[config.mk]
export PLATFORM = sky130hd
export DESIGN_NAME = fifo_stream_out
export DESIGN_NICKNAME = d
export VERILOG_FILES = /design/src/rtl/fifo_stream_pkg.sv /design/src/rtl/fifo_stream_out.sv
export SDC_FILE = /design/constraint.sdc
export NUM_CORES = 1
export LEC_CHECK = 0
export ABC_AREA = 1
export ABC_CLOCK_PERIOD_IN_PS = 2900
export CORE_UTILIZATION = 35
export CTS_CLUSTER_SIZE = 28
export DETAILED_ROUTE_END_ITERATION = 7
export PLACE_DENSITY_LB_ADDON = 0.25
export SLEW_MARGIN = 5
export SYNTH_ARGS = -nofsm -noshare
export SYNTH_HDL_FRONTEND = slang
export SYNTH_SLANG_ARGS = --single-unit
[constraint.sdc]
create_clock -name clk -period 2.9 [get_ports clk]
set_input_delay 0.29 -clock clk [delete_from_list [all_inputs] [get_ports clk]]
set_output_delay 0.29 -clock clk [all_outputs]
set_load 0.03 [all_outputs]
[src/rtl/fifo_stream_pkg.sv]
// Shared types and constants for the FIFO read-side stream adapter.
package fifo_stream_pkg;

    typedef enum logic [1:0] {
        EMPTY = 2'd0,
        ONE   = 2'd1,
        TWO   = 2'd2
    } occ_t;

    localparam int BCNT_W_DEFAULT = 16;

endpackage

[src/rtl/fifo_stream_out.sv]
// FWFT FIFO read port to registered valid/ready stream via a two-entry main/skid buffer.
// Optional accepted-beat counter enabled by defining FIFO_STREAM_BEATCNT_EN.
module fifo_stream_out
    import fifo_stream_pkg::*;
#(
    parameter int DATA_W = 4
`ifdef FIFO_STREAM_BEATCNT_EN
    ,
    parameter int BCNT_W = BCNT_W_DEFAULT
`endif
) (
    input  logic              clk,
    input  logic              rst,
    input  logic              i_fifo_empty,
    input  logic [DATA_W-1:0] i_fifo_rddata,
    output logic              o_fifo_rden,
    output logic [DATA_W-1:0] o_m_data,
    output logic              o_m_valid,
    input  logic              i_m_ready
`ifdef FIFO_STREAM_BEATCNT_EN
    ,
    output logic [BCNT_W-1:0] o_beatcnt
`endif
);

    occ_t              occ_q, occ_d;
    logic [DATA_W-1:0] main_q, main_d;
    logic [DATA_W-1:0] skid_q, skid_d;
    logic              pop;
    logic              drain;

    // Pop decision uses only registered occupancy and the empty flag, so ready never reaches rden.
    // Popping is held off during reset since any captured word would be discarded anyway.
    always_comb begin
        pop       = !rst && !i_fifo_empty && ((occ_q == EMPTY) || (occ_q == ONE));
        o_m_valid = (occ_q == ONE) || (occ_q == TWO);
        drain     = o_m_valid && i_m_ready;
    end

    assign o_fifo_rden = pop;
    assign o_m_data    = main_q;

    always_comb begin
        occ_d  = occ_q;
        main_d = main_q;
        skid_d = skid_q;
        case (occ_q)
            EMPTY: begin
                if (pop) begin
                    main_d = i_fifo_rddata;
                    occ_d  = ONE;
                end
            end
            ONE: begin
                if (pop && drain) begin
                    main_d = i_fifo_rddata;
                end else if (pop) begin
                    skid_d = i_fifo_rddata;
                    occ_d  = TWO;
                end else if (drain) begin
                    occ_d = EMPTY;
                end
            end
            TWO: begin
                if (drain) begin
                    main_d = skid_q;
                    occ_d  = ONE;
                end
            end
            default: occ_d = EMPTY;
        endcase
    end

    always_ff @(posedge clk) begin
        if (rst) begin
            occ_q  <= EMPTY;
            main_q <= '0;
        end else begin
            occ_q  <= occ_d;
            main_q <= main_d;
        end
    end

    // Skid contents are only meaningful in TWO, so they need no reset.
    always_ff @(posedge clk) begin
        skid_q <= skid_d;
    end

`ifdef FIFO_STREAM_BEATCNT_EN
    logic [BCNT_W-1:0] beatcnt_q;

    always_ff @(posedge clk) begin
        if (rst) begin
            beatcnt_q <= '0;
        end else if (drain) begin
            beatcnt_q <= beatcnt_q + 1'b1;
        end
    end

    assign o_beatcnt = beatcnt_q;
`endif

endmodule

==> results.yml, run 1 <==
place:
  dpl.hpwl_um: 926
  placed_area_um2: 792
  gp_congestion: 0.753
  port_buffers: 13
  pre_cts_ws_ps: 847
  dp_cells: 113
global_route:
  grt_pass1_wl_mm: 1.84
  antenna_found_initial: 0
  grt_max_degree: 9
  globalRouteOverflowTotal: 0
  grt_use_total_pct: 13.2
  grt_pass1_vias: 454
sta:
  slew_headroom_pct: 78.0
  worst_pin_slew_ps: 329
  rsz0062_at_grt: "false"
  layout_setup_ws_ps: 665
  slew_violations: 0
  fmax_ghz: 0.447
  fin_setup_tns_ps: 0
  skew_ps: 6.40
  hold_viol: 0
  fin_crit_ps: 2240
  setup_violations: 0
  fin_crit_sh_pct: 77.1
floorplan:
  boundaryPins: 14
  coreArea_um2: 1730
  rows: 15
  initial_core_util_pct: 37.0
  die_width_um: 44.7
  dieArea_um2: 2000
  fp.dieH_um: 44.7
detailed_routing:
  top_layer: "met3"
  wl_met1_um: 564
  wire_per_inst_um: 9.70
  drt_wl_total_mm: 1.14
  ant_nets: 0
  via_per_inst: 4.34
  wl_met2_um: 503
  first_iter_violations: 7
  via_count: 508
  drcViolationCount: 0
  wl_met3_um: 66
  first_pass_iters: 4
final_layout:
  postLayoutCellArea_um2: 818
  antenna_cells: 0
  regArea_um2: 240
  drive_above_1_share_pct: 15.2
  multi_input_area_um2: 357
  stdcell_count: 117
  layout.nets: 107
  nFillCells: 193
  area_delta_synth_final_pct: 28.2
critical_path:
  cp-end-kind: "output port"
  path_class: "reg -> out"
  critPathMaxFanout: 6
  worstPathRequired_ps: 2610
  rrSetupSlack_ps: 1270
  critPathLaunchType: "flip-flop"
  cp.arrival_ps: 1950
logic_synthesis:
  synth_seq_cells: 10
  synth_cell_type_count: 18
  synth_area_leaders: "dfxtp_1 19%, edfxtp_1 19%, ha_1 12%, nand2_1 7.1%, mux2i_1 6.3%"
  ys_warn_count: 0
  synth_flop_cell: "dfxtp_1"
  netlist_area_um2: 638
  syn-instance-count: 76
  synth_edf_count: 4
  synth_top_area_cell: "dfxtp_1"
  async_flop_share_pct: 0
  synth_most_common_cell: "nand2_1"
  synthTopCellsByCount: "12 x nand2_1, 10 x nor2_1, 8 x inv_1"
  syn_avg_cell_area_um2: 8.40
  ys_seq_area_share_pct: 37.6
  synth_top_area_share_pct: 18.8
  synth_fp_nets: 90
flow_run:
  drv_cap: 0
run_status:
  outcome: "finished, final reports clean"
cts:
  cts_hold_buf: 0
  cts_made_buffers: 3
  cts_root_buf: "clkbuf_4"
  clk_pin_slew_ps: 50
  cts.sinks: 10
  post_cts_buffers: 0
  h-tree-depth: 1
  cts_tree: "yes"
  insertion_delay_ps: 260
  clockBufferDepth: 2
  cts_resized: 0
power:
  ir_drop_uv: 351
  p_leak_nw: 0.358
  powerDensity_nw_per_um2: 870
worst_hold_path:
  hp-class: "reg -> reg"
==> layer usage <==
layer,global-route usage (%),up-vias
met5,0,-
met3,7.20,0
met1,16.0,224
met2,20.3,8
li1,-,276
met4,3.64,0
==> state kept, by name, summed over array words and instances (netlist names) <==
name / cells
o_m_data: 4
skid_q: 4
occ_q: 2
==> metrics by stage <==
step                      hold slack (ps)  power (W)  util (%)
after floorplan                       389   0.000514         -
after global placement                472   0.000619      45.9
after detailed placement              484   0.000624      45.9
after CTS                             497   0.000721      47.4
after global routing                  514   0.000771      47.4
final                                 495   0.000712      47.4
==> cell families (layout without fill, tap and decap cells) <==
group,after synthesis,after routing,synth area share [%]
simple gates,41,41,33.9
flops,10,10,37.6
buf+inv,10,26,6.47
fa+ha+maj,6,6,11.8
compound gates,5,5,3.92
mux,4,4,6.27
==> path summary, 6_finish.rpt <==
kind	startpoint	to	cells past startpoint
min	o_m_data[3]	o_m_data[3]	2
max	occ_q[0]	o_fifo_rden	7
max reg2reg	occ_q[0]	skid_q[3]	5
min reg2reg	o_m_data[3]	o_m_data[3]	2
==> power breakdown <==
part / switching [W] / internal [W] / leakage (nW)
Clock: 0.0000410 / 0.0000528 / 0.0150
Combinational: 0.000247 / 0.000164 / 0.258
Sequential: 0.0000253 / 0.000181 / 0.0859
Total: 0.000313 / 0.000398 / 0.358
==> area by class of cell <==
cell class	instances	share of cell area (%)
multi-input combinational	56	43.6
sequential	10	29.4
clock buffer	4	3.21
inverter	9	4.13
timing repair buffer	13	15.9
tap	25	3.82
==> critical path, cell delays in order (launching register included) <==
cell and delay, ps:
dfxtp_1 420, inv_1 100, ha_1 240, inv_1 70, nand2_2 80, nand2_2 90
clkinv_1 100, clkdlybuf4s50_1 600
==> placed cells by master, fill, tap and decap left out <==
cell / count
clkinv_1: 1
mux2i_1: 4
edfxtp_1: 4
nor2_1: 10
nand3b_1: 1
a21oi_1: 4
clkbuf_1: 1
inv_1: 8
ha_1: 6
o21ai_1: 1
nor2_8: 1
nand3_1: 6
nand4_1: 1
nand2_2: 6
clkbuf_4: 3
clkdlybuf4s50_1: 13
nand3_2: 2
nor2_2: 2
dfxtp_1: 6
nand2_1: 12
(Power assumes the default switching activity.)
==> run 2: changes to the inputs <==
--- a/config.mk
+++ b/config.mk
@@ -6,7 +6,7 @@
 export NUM_CORES = 1
 export LEC_CHECK = 0
 export ABC_AREA = 1
-export ABC_CLOCK_PERIOD_IN_PS = 2900
+export ABC_CLOCK_PERIOD_IN_PS = 2300
 export CORE_UTILIZATION = 35
 export CTS_CLUSTER_SIZE = 28
 export DETAILED_ROUTE_END_ITERATION = 7
==> constraint.sdc (replaced) <==
create_clock -name clk -period 2.3 [get_ports clk]
set_input_delay 0.23 -clock clk [delete_from_list [all_inputs] [get_ports clk]]
set_output_delay 0.23 -clock clk [all_outputs]
set_load 0.03 [all_outputs]
==> run 2 against run 1 <==
Cell count unchanged; die area did not move; highest routed layer unchanged; non-clock buffer count stayed put; clock skew is 1.2 ps lower; routed wire length shrank 2.7%; count of clock-buffer cells in the layout is the same.
==> results.yml, run 2 (synthesis gave the netlist of run 1 again) <==
cts:
  clockBufferDepth: 2
  insertion_delay_ps: 260
  cts_hold_buf: 0
  h-tree-depth: 1
  cts_resized: 0
  post_cts_buffers: 0
  cts_made_buffers: 3
  cts_root_buf: "clkbuf_4"
  cts.sinks: 10
  cts_tree: "yes"
  clk_pin_slew_ps: 60
global_route:
  grt_use_total_pct: 13.5
  globalRouteOverflowTotal: 0
  grt_pass1_wl_mm: 1.93
  grt_max_degree: 9
  grt_util_met2_pct: 20.6
  gr-max-usage-layer: "met2"
  antenna_found_initial: 0
  grtUsageMet1_pct: 17.3
  grt_pass1_vias: 469
  grt_use_met3_pct: 6.00
critical_path:
  path_class: "reg -> out"
  cp.arrival_ps: 1760
  timing.rr.end: "skid_q[2]"
  rrSetupSlack_ps: 660
  cp-end-kind: "output port"
  ff2ff_path_depth: 5
  critPathMaxFanout: 6
  r2r_start: "occ_q[0]"
  critPathLaunchType: "flip-flop"
  worstPathRequired_ps: 2070
place:
  gp_congestion: 0.753
  port_buffers: 13
  dpl.hpwl_um: 910
  placed_area_um2: 792
floorplan:
  coreArea_um2: 1730
  initial_core_util_pct: 37.0
  boundaryPins: 14
  dieArea_um2: 2000
  die_width_um: 44.7
  rows: 15
  fp.dieH_um: 44.7
detailed_routing:
  first_iter_violations: 5
  wire_per_inst_um: 9.44
  via_count: 519
  via_per_inst: 4.44
  drt_wl_total_mm: 1.10
  ant_nets: 0
  first_pass_iters: 4
  drcViolationCount: 0
sta:
  hold_ws_ps: 494
  hold_viol: 0
  setup_violations: 0
  rsz0062_at_grt: "false"
  worst_pin_slew_ps: 334
  slew_violations: 0
  slew_headroom_pct: 77.6
  skew_ps: 5.21
  fin_crit_ps: 1990
  fmax_ghz: 0.502
  fin_setup_tns_ps: 0
  fin_crit_sh_pct: 86.7
power:
  powerDensity_nw_per_um2: 1090
  ir_drop_uv: 442
  fin_total_pwr_w: 0.000896
  p_leak_nw: 0.374
worst_hold_path:
  min_from: "o_m_data[0]"
  min_path_cells: 2
  min_to: "o_m_data[0]"
  hp-class: "reg -> reg"
final_layout:
  postLayoutCellArea_um2: 821
  post-route-util_pct: 47.5
  area_delta_synth_final_pct: 28.6
  nFillCells: 192
  drive_above_1_share_pct: 15.2
  final_cell_mix: "12 x nand2_1, 12 x clkdlybuf4s50_1, 10 x nor2_1"
  antenna_cells: 0
  layout.nets: 107
run_status:
  outcome: "finished, final reports clean"
flow_run:
  drv_cap: 0
==> run 2: worst max-delay path, stage by stage, from the launching register on <==
cell             delay (ps)
dfxtp_1                 420
inv_1                    90
ha_1                    320
clkdlybuf4s50_1         670
==> run 2: worst max path at each step <==
stage | start | end | slack (ps)
after floorplan | occ_q[0] | skid_q[0] | 640
after global placement | rst | o_fifo_rden | 380
after detailed placement | i_fifo_empty | o_fifo_rden | 370
after CTS | occ_q[0] | o_fifo_rden | 110
after global routing | occ_q[0] | o_m_valid | 180
final | occ_q[0] | o_m_valid | 310
==> run 2: stage by stage <==
stage / std cells / worst slack, ps
2_1_floorplan: 76 / 636
3_3_place_gp: 113 / 383
3_5_place_dp: 113 / 370
4_1_cts: 117 / 110
5_1_grt: 117 / 176
6_report: 117 / 306
==> run 2: layout make-up <==
cell class | count | area [µm²] | share of cell area, %
tap | 25 | 31.3 | 3.81
timing repair buffer | 13 | 133 | 16.2
sequential | 10 | 240 | 29.3
inverter | 9 | 33.8 | 4.12
multi-input combinational | 56 | 357 | 43.4
clock buffer | 4 | 26.3 | 3.20
==> run 2: routing by layer <==
metal  up-vias  wire length [µm]
met5         -                 0
met4         0                 0
met3         0                52
met2         7               485
met1       236               567
li1        276                 -
==> run 2: report_power, final <==
group / internal, W / leakage (nW) / switching, W
Combinational: 0.000207 / 0.273 / 0.000311
Sequential: 0.000229 / 0.0859 / 0.0000311
Clock: 0.0000666 / 0.0150 / 0.0000519
Total: 0.000502 / 0.374 / 0.000394
==> run 3: changes to the inputs <==
--- a/config.mk
+++ b/config.mk
@@ -15,3 +15,4 @@
 export SYNTH_ARGS = -nofsm -noshare
 export SYNTH_HDL_FRONTEND = slang
 export SYNTH_SLANG_ARGS = --single-unit
+export TNS_END_PERCENT = 30
==> results of run 3 <==
No change in the layout: final DEF, timing and power equal those of run 2.
